`config.mk`:
```
export PLATFORM = sky130hd
export DESIGN_NAME = coin_acceptor
export DESIGN_NICKNAME = d
export VERILOG_FILES = /design/src/rtl/vend_pkg.sv /design/src/rtl/coin_debounce.sv /design/src/rtl/coin_acceptor.sv
export SDC_FILE = /design/constraint.sdc
export NUM_CORES = 1
export LEC_CHECK = 0
export ABC_AREA = 0
export BUFFER_PORTS_ARGS = -buffer_cell sky130_fd_sc_hd__buf_4
export CAP_MARGIN = 5
export CORE_ASPECT_RATIO = 0.6
export CORE_MARGIN = 4
export CORE_UTILIZATION = 43
export CTS_CLUSTER_DIAMETER = 40
export CTS_CLUSTER_SIZE = 25
export DETAILED_ROUTE_END_ITERATION = 8
export HOLD_SLACK_MARGIN = 0.1
export MAX_ROUTING_LAYER = met4
export SLEW_MARGIN = 30
export SYNTH_ARGS = -nofsm -noshare
export SYNTH_HDL_FRONTEND = slang
export SYNTH_HIERARCHICAL = 1
export SYNTH_SLANG_ARGS = --single-unit
```
`constraint.sdc`:
```
create_clock -name clock -period 5.1 [get_ports clock]
set_clock_uncertainty 0.1 [all_clocks]
set_input_delay 1.02 -clock clock [delete_from_list [all_inputs] [get_ports clock]]
set_output_delay 1.02 -clock clock [all_outputs]
set_load 0.03 [all_outputs]
```
`src/rtl/vend_pkg.sv`:
```
// Types shared between the coin acceptor and the downstream vend FSM.
package vend_pkg;

    // Coin code presented to vend; 2'b11 is never driven.
    typedef enum logic [1:0] {
        COIN_NONE   = 2'b00,
        COIN_NICKEL = 2'b01,
        COIN_DIME   = 2'b10
    } coin_t;

    // Output sequencer states of the coin acceptor.
    typedef enum logic [1:0] {
        IDLE,
        DRIVE,
        GAP
    } acc_state_t;

endpackage

```
`src/rtl/coin_debounce.sv`:
```
// One slot sensor: 2-flop synchroniser, debounce filter, rising-edge event
// pulse and a high-time counter that flags a jammed slot.
module coin_debounce #(
    parameter int DEBOUNCE_CYCLES = 4,
    parameter int MAX_PULSE       = 16
) (
    input  logic clock,
    input  logic reset,
    input  logic sense,
    output logic rise,
    output logic long_high
);

    localparam int CW = $clog2(DEBOUNCE_CYCLES + 1);
    localparam int HW = $clog2(MAX_PULSE + 1);
    localparam logic [CW-1:0] CNT_LAST = CW'(DEBOUNCE_CYCLES - 1);
    localparam logic [HW-1:0] HIGH_MAX = HW'(MAX_PULSE);

    logic          sync1;
    logic          sync2;
    logic          level;
    logic [CW-1:0] stable_cnt;
    logic [HW-1:0] high_cnt;

    // Bring the asynchronous sensor into the clock domain.
    // NOTE: sequential state uses non-blocking assignments so every flop samples
    // the pre-edge value of its neighbours; blocking here would collapse the
    // two synchroniser stages into one.
    always_ff @(posedge clock) begin
        if (reset) begin
            sync1 <= 1'b0;
            sync2 <= 1'b0;
        end else begin
            sync1 <= sense;
            sync2 <= sync1;
        end
    end

    // Toggle the debounced level after DEBOUNCE_CYCLES consecutive differing
    // samples; a rising toggle emits a one-cycle event.
    always_ff @(posedge clock) begin
        if (reset) begin
            level      <= 1'b0;
            stable_cnt <= '0;
            rise       <= 1'b0;
        end else begin
            rise <= 1'b0;
            if (sync2 != level) begin
                if (stable_cnt == CNT_LAST) begin
                    level      <= sync2;
                    stable_cnt <= '0;
                    rise       <= sync2;
                end else begin
                    stable_cnt <= stable_cnt + CW'(1);
                end
            end else begin
                stable_cnt <= '0;
            end
        end
    end

    // Count cycles the debounced level has been high, saturating at MAX_PULSE.
    always_ff @(posedge clock) begin
        if (reset) begin
            high_cnt <= '0;
        end else if (!level) begin
            high_cnt <= '0;
        end else if (high_cnt != HIGH_MAX) begin
            high_cnt <= high_cnt + HW'(1);
        end
    end

    // High for longer than MAX_PULSE cycles: the slot is stuck.
    assign long_high = level && (high_cnt == HIGH_MAX);

endmodule

```
`src/rtl/coin_acceptor.sv`:
```
// Coin acceptor front end: debounces both slot sensors, queues accepted
// coins and presents each one to vend as a single-cycle code with an idle gap.
module coin_acceptor
    import vend_pkg::*;
#(
    parameter int DEBOUNCE_CYCLES = 4,
    parameter int MAX_PULSE       = 16,
    parameter int GAP_CYCLES      = 2,
    parameter int FIFO_DEPTH      = 4
) (
    input  logic                          clock,
    input  logic                          reset,
    input  logic                          nickel_sense,
    input  logic                          dime_sense,
    output logic [1:0]                    coin,
    output logic                          reject,
    output logic                          jam,
    output logic [$clog2(FIFO_DEPTH):0]   pending
);

    localparam int PW = $clog2(FIFO_DEPTH);
    localparam int CW = PW + 1;
    localparam int GW = $clog2(GAP_CYCLES + 1);
    localparam logic [CW-1:0] FULL_COUNT = CW'(FIFO_DEPTH);
    localparam logic [GW-1:0] GAP_LAST   = GW'(GAP_CYCLES - 1);

    logic nickel_rise;
    logic dime_rise;
    logic nickel_long;
    logic dime_long;

    coin_debounce #(
        .DEBOUNCE_CYCLES (DEBOUNCE_CYCLES),
        .MAX_PULSE       (MAX_PULSE)
    ) u_nickel (
        .clock     (clock),
        .reset     (reset),
        .sense     (nickel_sense),
        .rise      (nickel_rise),
        .long_high (nickel_long)
    );

    coin_debounce #(
        .DEBOUNCE_CYCLES (DEBOUNCE_CYCLES),
        .MAX_PULSE       (MAX_PULSE)
    ) u_dime (
        .clock     (clock),
        .reset     (reset),
        .sense     (dime_sense),
        .rise      (dime_rise),
        .long_high (dime_long)
    );

    coin_t         fifo_mem [FIFO_DEPTH];
    logic [PW-1:0] wr_ptr;
    logic [PW-1:0] rd_ptr;
    logic [CW-1:0] count;

    acc_state_t    state;
    coin_t         coin_q;
    logic [GW-1:0] gap_cnt;

    logic          push;
    logic          pop;
    logic          reject_next;
    coin_t         push_code;

    // Pop whenever the sequencer is idle and something is queued.
    assign pop = (state == IDLE) && (count != '0);

    // Accept, reject or ignore this cycle's sensor events. Fullness uses the
    // registered count, so a same-cycle pop does not make room.
    // NOTE: every output gets a default first so no path leaves a value held,
    // which would otherwise infer a latch.
    always_comb begin
        push        = 1'b0;
        push_code   = COIN_NONE;
        reject_next = 1'b0;
        if (!jam && (nickel_rise || dime_rise)) begin
            if ((nickel_rise && dime_rise) || (count == FULL_COUNT)) begin
                reject_next = 1'b1;
            end else begin
                push      = 1'b1;
                push_code = nickel_rise ? COIN_NICKEL : COIN_DIME;
            end
        end
    end

    // Queue storage write port.
    // NOTE: the storage array is not reset; emptiness is defined by the
    // pointers and count alone, so clearing those discards any queued coins.
    always_ff @(posedge clock) begin
        if (push) begin
            fifo_mem[wr_ptr] <= push_code;
        end
    end

    // Queue pointers and occupancy; pointers wrap modulo FIFO_DEPTH.
    always_ff @(posedge clock) begin
        if (reset) begin
            wr_ptr <= '0;
            rd_ptr <= '0;
            count  <= '0;
        end else begin
            if (push) begin
                wr_ptr <= wr_ptr + PW'(1);
            end
            if (pop) begin
                rd_ptr <= rd_ptr + PW'(1);
            end
            case ({push, pop})
                2'b10:   count <= count + CW'(1);
                2'b01:   count <= count - CW'(1);
                default: count <= count;
            endcase
        end
    end

    // Output sequencer: one cycle of coin code, then GAP_CYCLES of idle.
    always_ff @(posedge clock) begin
        if (reset) begin
            state   <= IDLE;
            coin_q  <= COIN_NONE;
            gap_cnt <= '0;
        end else begin
            case (state)
                IDLE: begin
                    if (pop) begin
                        coin_q <= fifo_mem[rd_ptr];
                        state  <= DRIVE;
                    end else begin
                        coin_q <= COIN_NONE;
                    end
                end
                DRIVE: begin
                    coin_q  <= COIN_NONE;
                    gap_cnt <= '0;
                    state   <= GAP;
                end
                GAP: begin
                    coin_q <= COIN_NONE;
                    if (gap_cnt == GAP_LAST) begin
                        state <= IDLE;
                    end else begin
                        gap_cnt <= gap_cnt + GW'(1);
                    end
                end
                default: begin
                    coin_q <= COIN_NONE;
                    state  <= IDLE;
                end
            endcase
        end
    end

    // Registered reject pulse and sticky jam flag.
    always_ff @(posedge clock) begin
        if (reset) begin
            reject <= 1'b0;
            jam    <= 1'b0;
        end else begin
            reject <= reject_next;
            jam    <= jam | nickel_long | dime_long;
        end
    end

    assign coin    = coin_q;
    assign pending = count;

endmodule

```
# Yosys cells after proc, flatten, opt, wreduce, memory -nomap -nowiden
# Memories as Yosys holds them, arrays and structs flattened. A register that Yosys moved wholly into a read port is not among the register bits.
# Index checks and enable logic that the tools add are counted.
# totals
regBits,37
mem_bits_rw,8
input_bits,4
output_inout_bits,7
wordCells,95
mem_count,1
# classes
n_addsub,9
n_eq_ne,17
n_mux,14
n_bitwise,11
n_reduce_logical,24
# memory_table
name,depth,width,read_ports,rd_clocked_by_memory_dff,write_ports,line,text
fifo_mem,4,2,1,1,1,coin_acceptor.sv:54,coin_t fifo_mem [FIFO_DEPTH];
# ops
op,count
OR reduction 3 bit,5
two-way mux 2 bit,6
adder 5 x 1 -> 5 bit (second input constant),2
== test 5 bit (second input constant),2
inequality test 5 bit (second input constant),2
adder 3 x 1 -> 3 bit (second input constant),3
NOT 1 bit,9
AND reduction 2 bit,4
adder 2 x 1 -> 2 bit (second input constant),3
== test 2 x 1 -> 1 bit (second input constant),3
== test 3 x 2 -> 1 bit (second input constant),2
inequality test 2 bit (second input constant),3
case mux 2 bit (3 select lines),1
case mux 3 bit (2 select lines),1
OR reduction 2 bit,3
logical AND 1 bit,5
two-way mux 1 bit,5
== test 2 bit (second input constant),2
case mux 2 bit (2 select lines),1
nonzero test 2 bit,2
== test 3 bit (second input constant),1
nonzero test 3 bit,1
subtractor 3 x 1 -> 3 bit (second input constant),1
zero test 2 bit,1
4 further kinds,7

# Longest topological paths before layout
# Gate-level depths: netlist (run 1).
# logic_depth
ltp_word,6
depth_mapped,9
ltp_nobuf,9

# By module
# The synthesis (run 1) kept the hierarchy.
# by_module_without_submodules
mod,n_inst,cells_per_inst,area_per_inst_um2,seq_area_each_um2
coin_debounce,2,48,590.6,240.2
coin_acceptor,1,98,1067.3,540.5

# Worst setup path after synthesis (run 1)
# Ideal clock, no wire load.
# synth_timing
path_kind,register to register
startpoint,register count[2] (netlist: pending[2])
endpoint,register count[2] (netlist: pending[2])
setup_time_ns,0.071
arrival_ns,2.254
t_required_ns,4.929
slack_ns,2.676
path_stages_with_launch,10
path_buffers,0
synth_period_minus_slack_ns,2.424
path_cell_list,dfxtp_1 -> nor3b_2 -> nor3_1 -> inv_1 -> ha_1 -> inv_1 -> fa_1 -> xor2_1 -> or3_1 -> a21oi_1
# synth_via
elab_chain_cells,6
# synth_rtl
item,line,text
start: declaration,coin_acceptor.sv:57,logic [CW-1:0] count;
start signal: assignment,coin_acceptor.sv:112,2'b10: count <= count + CW'(1);
start signal: assignment,coin_acceptor.sv:113,2'b01: count <= count - CW'(1);
start signal: assignment,coin_acceptor.sv:114,default: count <= count;
== test 3 bit,coin_acceptor.sv:80,if ((nickel_rise && dime_rise) || (count == FULL_COUNT)) begin
logical OR 1 bit,coin_acceptor.sv:80,
two-way mux 1 bit,coin_acceptor.sv:80,
two-way mux 1 bit,coin_acceptor.sv:79,if (!jam && (nickel_rise || dime_rise)) begin
== test 2 x 1 -> 1 bit or == test 2 bit (tied branches),coin_acceptor.sv:111,"case ({push, pop})"
case mux 3 bit (2 select lines) or nonzero test 2 bit (tied branches),n/a,
# Several ways; a longest one is shown, not always the timed one.
# A chain may end at the register's enable or synchronous reset.

# Worst setup path after layout (run 1)
# Same ends and word-level chain as after synthesis.

==> results of run 1 <==
layout by cell type, fill, tap and decap left out, drive strengths merged, types with 3 or more instances in the layout:
cell type	count
nor3	3
buf	10
inv	14
nor4	5
dfxtp	39
or3b	6
xnor2	5
and2	7
nand3b	10
a21oi	6
nor2b	5
nor2	10
nor3b	6
nand3	4
o21ai	3
edfxtp	8
ha	14
nor4b	4
mux2i	11
clkbuf	6
nand2	3
layout make-up:
type	instances	area (um2)
flip-flops and latches	47	1020
inverters	14	52.6
well taps	66	82.6
clock inverters	1	30.0
repair buffers	10	75.1
multi-input cells	127	1130
fillers	476	2590
clock buffers	6	72.6
per-stage QoR:
step | std cells | power (mW) | utilization
after global routing | 271 | 0.982 | 0.488
after floorplan | 194 | 0.608 | -
after detailed placement | 264 | 0.666 | 0.468
after global placement | 264 | 0.651 | 0.468
after CTS | 271 | 0.929 | 0.488
final | 271 | 0.917 | 0.488
final timing paths:
check                                 to  cells after the start
setup / recovery              pending[2]                      9
hold / removal    u_nickel/stable_cnt[0]                      1
setup reg to reg              pending[2]                      9
hold reg to reg   u_nickel/stable_cnt[0]                      1
cell families (layout without fill, tap and decap cells):
logic type,Yosys count,count (layout),share of synthesized area
simple gates,76,76,0.260
buf+inv,20,31,0.0412
flops,47,47,0.454
compound gates,15,15,0.0401
fa+ha+maj,15,15,0.0868
mux,14,14,0.0740
xor+xnor,7,7,0.0440
sequential cells by signal, indices dropped and copies added (netlist names), 2 cells and up:
register             cells
pending                  3
fifo_mem                 8
u_nickel/stable_cnt      3
gap_cnt                  2
u_dime/stable_cnt        3
u_nickel/high_cnt        5
state                    2
coin                     2
wr_ptr                   2
u_dime/high_cnt          5
rd_ptr                   2
power by group:
part	leakage, nW	switching (mW)	internal [mW]
registers	0.390	0.0331	0.403
logic	0.420	0.125	0.0981
clock network	0.0513	0.114	0.144
total	0.861	0.272	0.644
critical path: cells and delay by family, from the launching register on:
family	cells	cell delay (ps)
xor+xnor	1	160
compound gates	1	160
fa+ha+maj	2	550
buf+inv	2	160
simple gates	3	930
flops	1	390
synthesized netlist by cell type (2+ instances only):
cell type / count / area share
buf_6: 2 / 0.010
a21oi_1: 6 / 0.013
inv_1: 14 / 0.023
nor4bb_1: 2 / 0.0089
nand3_1: 4 / 0.0089
xor2_1: 2 / 0.0078
nor3b_1: 5 / 0.017
nand3b_1: 10 / 0.033
clkbuf_1: 2 / 0.0033
mux4_2: 2 / 0.020
nor4_2: 4 / 0.022
or4_1: 2 / 0.0067
and4bb_4: 2 / 0.014
edfxtp_1: 8 / 0.11
nor4b_2: 2 / 0.013
or3_1: 2 / 0.0056
o21bai_1: 2 / 0.0067
o21ai_0: 3 / 0.0067
xnor2_4: 2 / 0.024
nor2_1: 10 / 0.017
buf_2: 2 / 0.0045
and2b_1: 2 / 0.0067
nor3_1: 3 / 0.0067
or3b_1: 6 / 0.023
mux2i_1: 11 / 0.049
ha_1: 14 / 0.078
nor4b_4: 2 / 0.021
xnor2_1: 3 / 0.012
and2_1: 7 / 0.019
o31ai_1: 2 / 0.0067
dfxtp_1: 39 / 0.35
nor2b_1: 5 / 0.014
nand2_1: 3 / 0.0050
metal layers:
layer  part of all wire  track usage  up-vias
met5                  0            -        -
li1                   -            -      703
met2               0.47        0.212       14
met3              0.032       0.0393        5
met1               0.49        0.158      648
met4             0.0092       0.0448        0
==> key figures, run 1 <==
Global routing
  • Initial antenna violation count: 0
  • Vias in the first global route: 1462
  • First-pass GRT wire length: 6.56 mm
  • Largest net degree at the start of global routing: 50
  • Global route overflow: 0
  • Overall Global Routing Usage: 0.132

Yosys
  • Syn Nets: 213
  • Cells after Synth: 194
  • Yosys reg bits: 47
  • Yosys warnings: 6
  • Post-synth ARST share: 0
  • Post-Synthesis Cell Area: 2250 um2
  • EDFF count, synth: 8
  • Syn Area/Cell: 11.6 um2
  • Synth cell types: 42
  • Synth Flop Type: dfxtp_1
  • Seq/Total Area, Yosys: 0.454

CTS
  • Clock Tree Buf Depth: 2
  • Post-CTS Setup Bufs: 0
  • # hold bufs at CTS: 0
  • TritonCTS clock tree: done
  • Skew-Pair Late Insertion Delay: 290 ps
  • H-tree levels: 2
  • Worst-path clk slew: 80 ps
  • Clock Sinks: 47
  • CTS buffer count: 5
  • PostCTS Resize Cnt: 0
  • Root buf cell: clkbuf_8

STA
  • Worst slew margin: 0.573
  • Final setup viols: 0
  • Setup TNS: 0 ps
  • Hold Violations, Final: 0
  • Final Max Slew Viols: 0
  • Minimum clock period: 2510 ps
  • Final worst-path cycle share: 0.493
  • Worst slew pin tran: 635 ps
  • RSZ-0062 raised after global routing: false
  • Final setup margin: 2590 ps
  • WHS: 349 ps
  • Fmax: 398 MHz

Setup path
  • Data arrival, critical path: 2640 ps
  • CP Capture Type: flop
  • Reg-to-Reg Start: pending[2]
  • R2R setup slack: 2590 ps
  • Critical path class: flop to flop
  • CP max FO: 7
  • Worst path required time: 5220 ps
  • CP peak stage delay: 400 ps
  • Setup crit start: pending[2]
  • Most frequent CP cell: inv_1
  • CP max stage cell: nor3b_2
  • Startpoint Class: flop
  • Crit path cell chain: nor3b_2, nor3_1, inv_1, ha_1, inv_1, fa_1, xor2_1, or3_1, a21oi_1

Finish
  • Layout cells sized above 1: 0.161
  • Syn-to-layout area delta: 9.79%
  • Diodes inserted: 0
  • Final net count: 224
  • Final Instance Area: 2470 um2

Min path
  • Hold path start: u_nickel/stable_cnt[0]
  • Hold/Removal Path Class: flop to flop

Floorplan
  • Core Region: 5050 um2
  • Die area: 6490 um2
  • Die height: 64.0 um
  • Die W: 101 um
  • Row count: 20
  • IO Pins: 11
  • Initial Utilization: 0.445

Pwr
  • VDD IR-drop max: 0.145 mV
  • Lkg Pwr: 0.861 nW
  • P per Cell Area: 371 nW/um2

Routing
  • DRT Pass-1 Iters: 4
  • Iteration-0 DRC Markers: 58
  • Total wire length: 3.58 mm
  • Residual DRC: 0
  • WL/cell: 13.2 um
  • Via density: 5.06
  • DR vias: 1370
  • Post-DRT Antenna Nets: 0

Place
  • DP Area: 2370 um2
  • Post-place setup slack: 2600 ps
  • Detail Placement HPWL: 2.53 mm
  • Buffers on Ports: 10
  • GP Congestion: 0.731

Flow run
  • MaxCap Viol Count: 0

Run status
  • Status: complete, no violations
Power figures use the tool's default switching activity.
==> run 2: changes to the inputs <==
==> constraint.sdc (replaced) <==
create_clock -name clock -period 2.18 [get_ports clock]
set_clock_uncertainty 0.1 [all_clocks]
set_input_delay 0.436 -clock clock [delete_from_list [all_inputs] [get_ports clock]]
set_output_delay 0.436 -clock clock [all_outputs]
set_load 0.03 [all_outputs]
==> run 2 against run 1 <==
Net effect:
- first-iteration DRC count decreased by 43%
- largest power group unchanged
- highest routed layer unchanged
- total power increased by 150%
- final cell count increased by 4.1%
- maximum frequency increased by 18%
- global-route usage increased by 0.25 points
==> key figures, run 2 (synthesis results as in run 1) <==
Floorplan
  • Die W: 101 um (unchanged)
  • Initial Utilization: 0.445 (unchanged)
  • Die height: 64.0 um (unchanged)
  • Die area: 6490 um2 (unchanged)
  • IO Pins: 11 (unchanged)
  • Core Region: 5050 um2 (unchanged)
  • Row count: 20 (unchanged)

Routing
  • Iteration-0 DRC Markers: 33 (-43%)
  • DRT Pass-1 Iters: 3 (-1)
  • DR vias: 1411 (+3.0%)
  • Total wire length: 3.72 mm (+4.1%)
  • Residual DRC: 0 (unchanged)
  • WL/cell: 13.2 um (about the same)
  • Post-DRT Antenna Nets: 0 (unchanged)
  • Via density: 5.00 (-1.0%)

Finish
  • Final net count: 234 (+4.5%)
  • Most common cell after layout, fill and taps aside: dfxtp_1
  • Syn-to-layout area delta: 14.2%
  • Largest Register: fifo_mem
  • Regs by FF count: fifo_mem x8, u_dime/high_cnt x5, u_nickel/high_cnt x5
  • Most frequent cells in the layout: dfxtp_1, buf_4, inv_1
  • Diodes inserted: 0 (unchanged)
  • Final Core Density: 0.508 (+0.0196)
  • Max reg flops: 8 (unchanged)
  • Final non-filler cell total: 282 (+4.1%)
  • Layout cells sized above 1: 0.250 (+0.0890)
  • Final Instance Area: 2570 um2 (+4.0%)

Setup path
  • Worst reg2reg path depth: 9 (unchanged)
  • CP Capture Type: flop
  • Critical path class: flop to flop
  • Data arrival, critical path: 2270 ps (-370 ps)
  • Setup crit start: state[1]
  • Startpoint Class: flop
  • FF-to-FF End: pending[2]
  • Crit path cell chain: or2_4, or2_4, inv_1, ha_2, inv_1, fa_2, xor2_1, or3_1, a21oi_1
  • Critical path's top delay family: simple AND/OR/NAND/NOR gates
  • CP max FO: 2 (-5)
  • CP max stage cell: dfxtp_2
  • CP peak stage delay: 330 ps (-70 ps)
  • R2R setup slack: 40 ps (-2540 ps)
  • Worst path required time: 2310 ps (-2910 ps)
  • Bufs and invs on worst path: 2 (unchanged)
  • Reg-to-Reg Start: state[1]

STA
  • Final worst-path cycle share: 0.981 (+0.487)
  • Worst slew pin tran: 696 ps (+60.7 ps)
  • Final setup margin: 42.4 ps (-2540 ps)
  • Worst slew margin: 0.532 (-0.0415)
  • Hold Violations, Final: 0 (unchanged)
  • Minimum clock period: 2140 ps (-377 ps)
  • RSZ-0062 raised after global routing: true
  • Final Max Slew Viols: 0 (unchanged)
  • Fmax: 468 MHz (+18%)
  • Final setup viols: 0 (unchanged)
  • WHS: 262 ps (-87.6 ps)

Run status
  • Status: complete, no violations

Global routing
  • Vias in the first global route: 1494 (+2.2%)
  • Largest net degree at the start of global routing: 50 (unchanged)
  • Initial antenna violation count: 0 (unchanged)
  • Global route overflow: 0 (unchanged)
  • Overall Global Routing Usage: 0.134 (+0.00251)
  • First-pass GRT wire length: 6.71 mm (+2.3%)

CTS
  • Skew-Pair Late Insertion Delay: 300 ps (about the same)
  • Clock Sinks: 47 (unchanged)
  • # hold bufs at CTS: 0 (unchanged)
  • TritonCTS clock tree: done
  • Worst-path clk slew: 90 ps (about the same)
  • H-tree levels: 2 (unchanged)
  • Clock Tree Buf Depth: 2 (unchanged)
  • CTS buffer count: 5 (unchanged)
  • Root buf cell: clkbuf_8

Min path
  • WHS Path Cells: 2 (+1)
  • Hold/Removal Path Class: input pin to flop
  • Hold endpoint: u_nickel/sync1
  • Hold path start: nickel_sense

Place
  • Inst Count DP: 273 (+3.4%)
  • GP Congestion: 0.748 (+2.3%)
  • Buffers on Ports: 10 (unchanged)
  • Post-place setup slack: -31.2 ps (-2630 ps)
  • Detail Placement HPWL: 2.71 mm (+7.0%)
  • DP Area: 2460 um2 (+4.2%)

Pwr
  • VDD IR-drop max: 0.434 mV (+200%)
  • Lkg Pwr: 0.911 nW (+5.8%)
  • P per Cell Area: 892 nW/um2 (+140%)

Flow run
  • MaxCap Viol Count: 0 (unchanged)
-- run 2: changes by cell type in the layout (fill, tap and decap cells not counted), sizes merged --
cell,before,now
inv,14,15
buf,10,20
clkbuf,6,5
bufinv,1,0
clkinv,0,2
-- run 2: area by class of cell --
| cell class | instances | area [um2] |
|---|---|---|
| tap | 66 | 82.6 |
| fill | 459 | 2490 |
| multi-input combinational | 127 | 1160 |
| timing repair buffer | 20 | 150 |
| clock inverter | 3 | 18.8 |
| inverter | 14 | 52.6 |
| sequential | 47 | 1030 |
| clock buffer | 5 | 68.8 |
-- run 2: worst register-to-register path, stage by stage (launching register included) --
cell and delay (ps):
dfxtp_2 330, or2_4 250, or2_4 230, inv_1 60
ha_2 170, inv_1 50, fa_2 330, xor2_1 150
or3_1 310, a21oi_1 110
-- run 2: report_power, final --
part	internal, mW	switching (mW)
logic	0.387	0.351
registers	0.956	0.0735
clock network	0.226	0.297
-- run 2: how the worst max path moves through the flow --
stage | slack [ps] | to | cells past startpoint
after global routing | -50 | pending[2] | 9
after global placement | 40 | pending[2] | 9
final | 40 | pending[2] | 9
after CTS | 10 | pending[2] | 9
after detailed placement | -30 | pending[2] | 9
after floorplan | 1 | pending[2] | 9
-- run 2: timing repair --
item,in CTS,in global routing
pin swaps,0,1
resized for setup,1,1
endpoints found under the setup margin,1,2
setup buffers,0,1
-- run 2: layer usage --
metal,up-vias,GRT usage,part of all wire
met5,-,-,0
met4,0,0.0332,0.0081
met3,4,0.0403,0.022
met2,8,0.214,0.47
met1,675,0.167,0.50
li1,724,-,-
-- run 2: per-stage QoR --
| stage | TNS [ps] | power (mW) |
|---|---|---|
| floorplan | 0 | 1.49 |
| global placement | 0 | 1.70 |
| detailed placement | -31.2 | 1.75 |
| CTS | 0 | 2.29 |
| global route | -50.4 | 2.44 |
| finish | 0 | 2.29 |
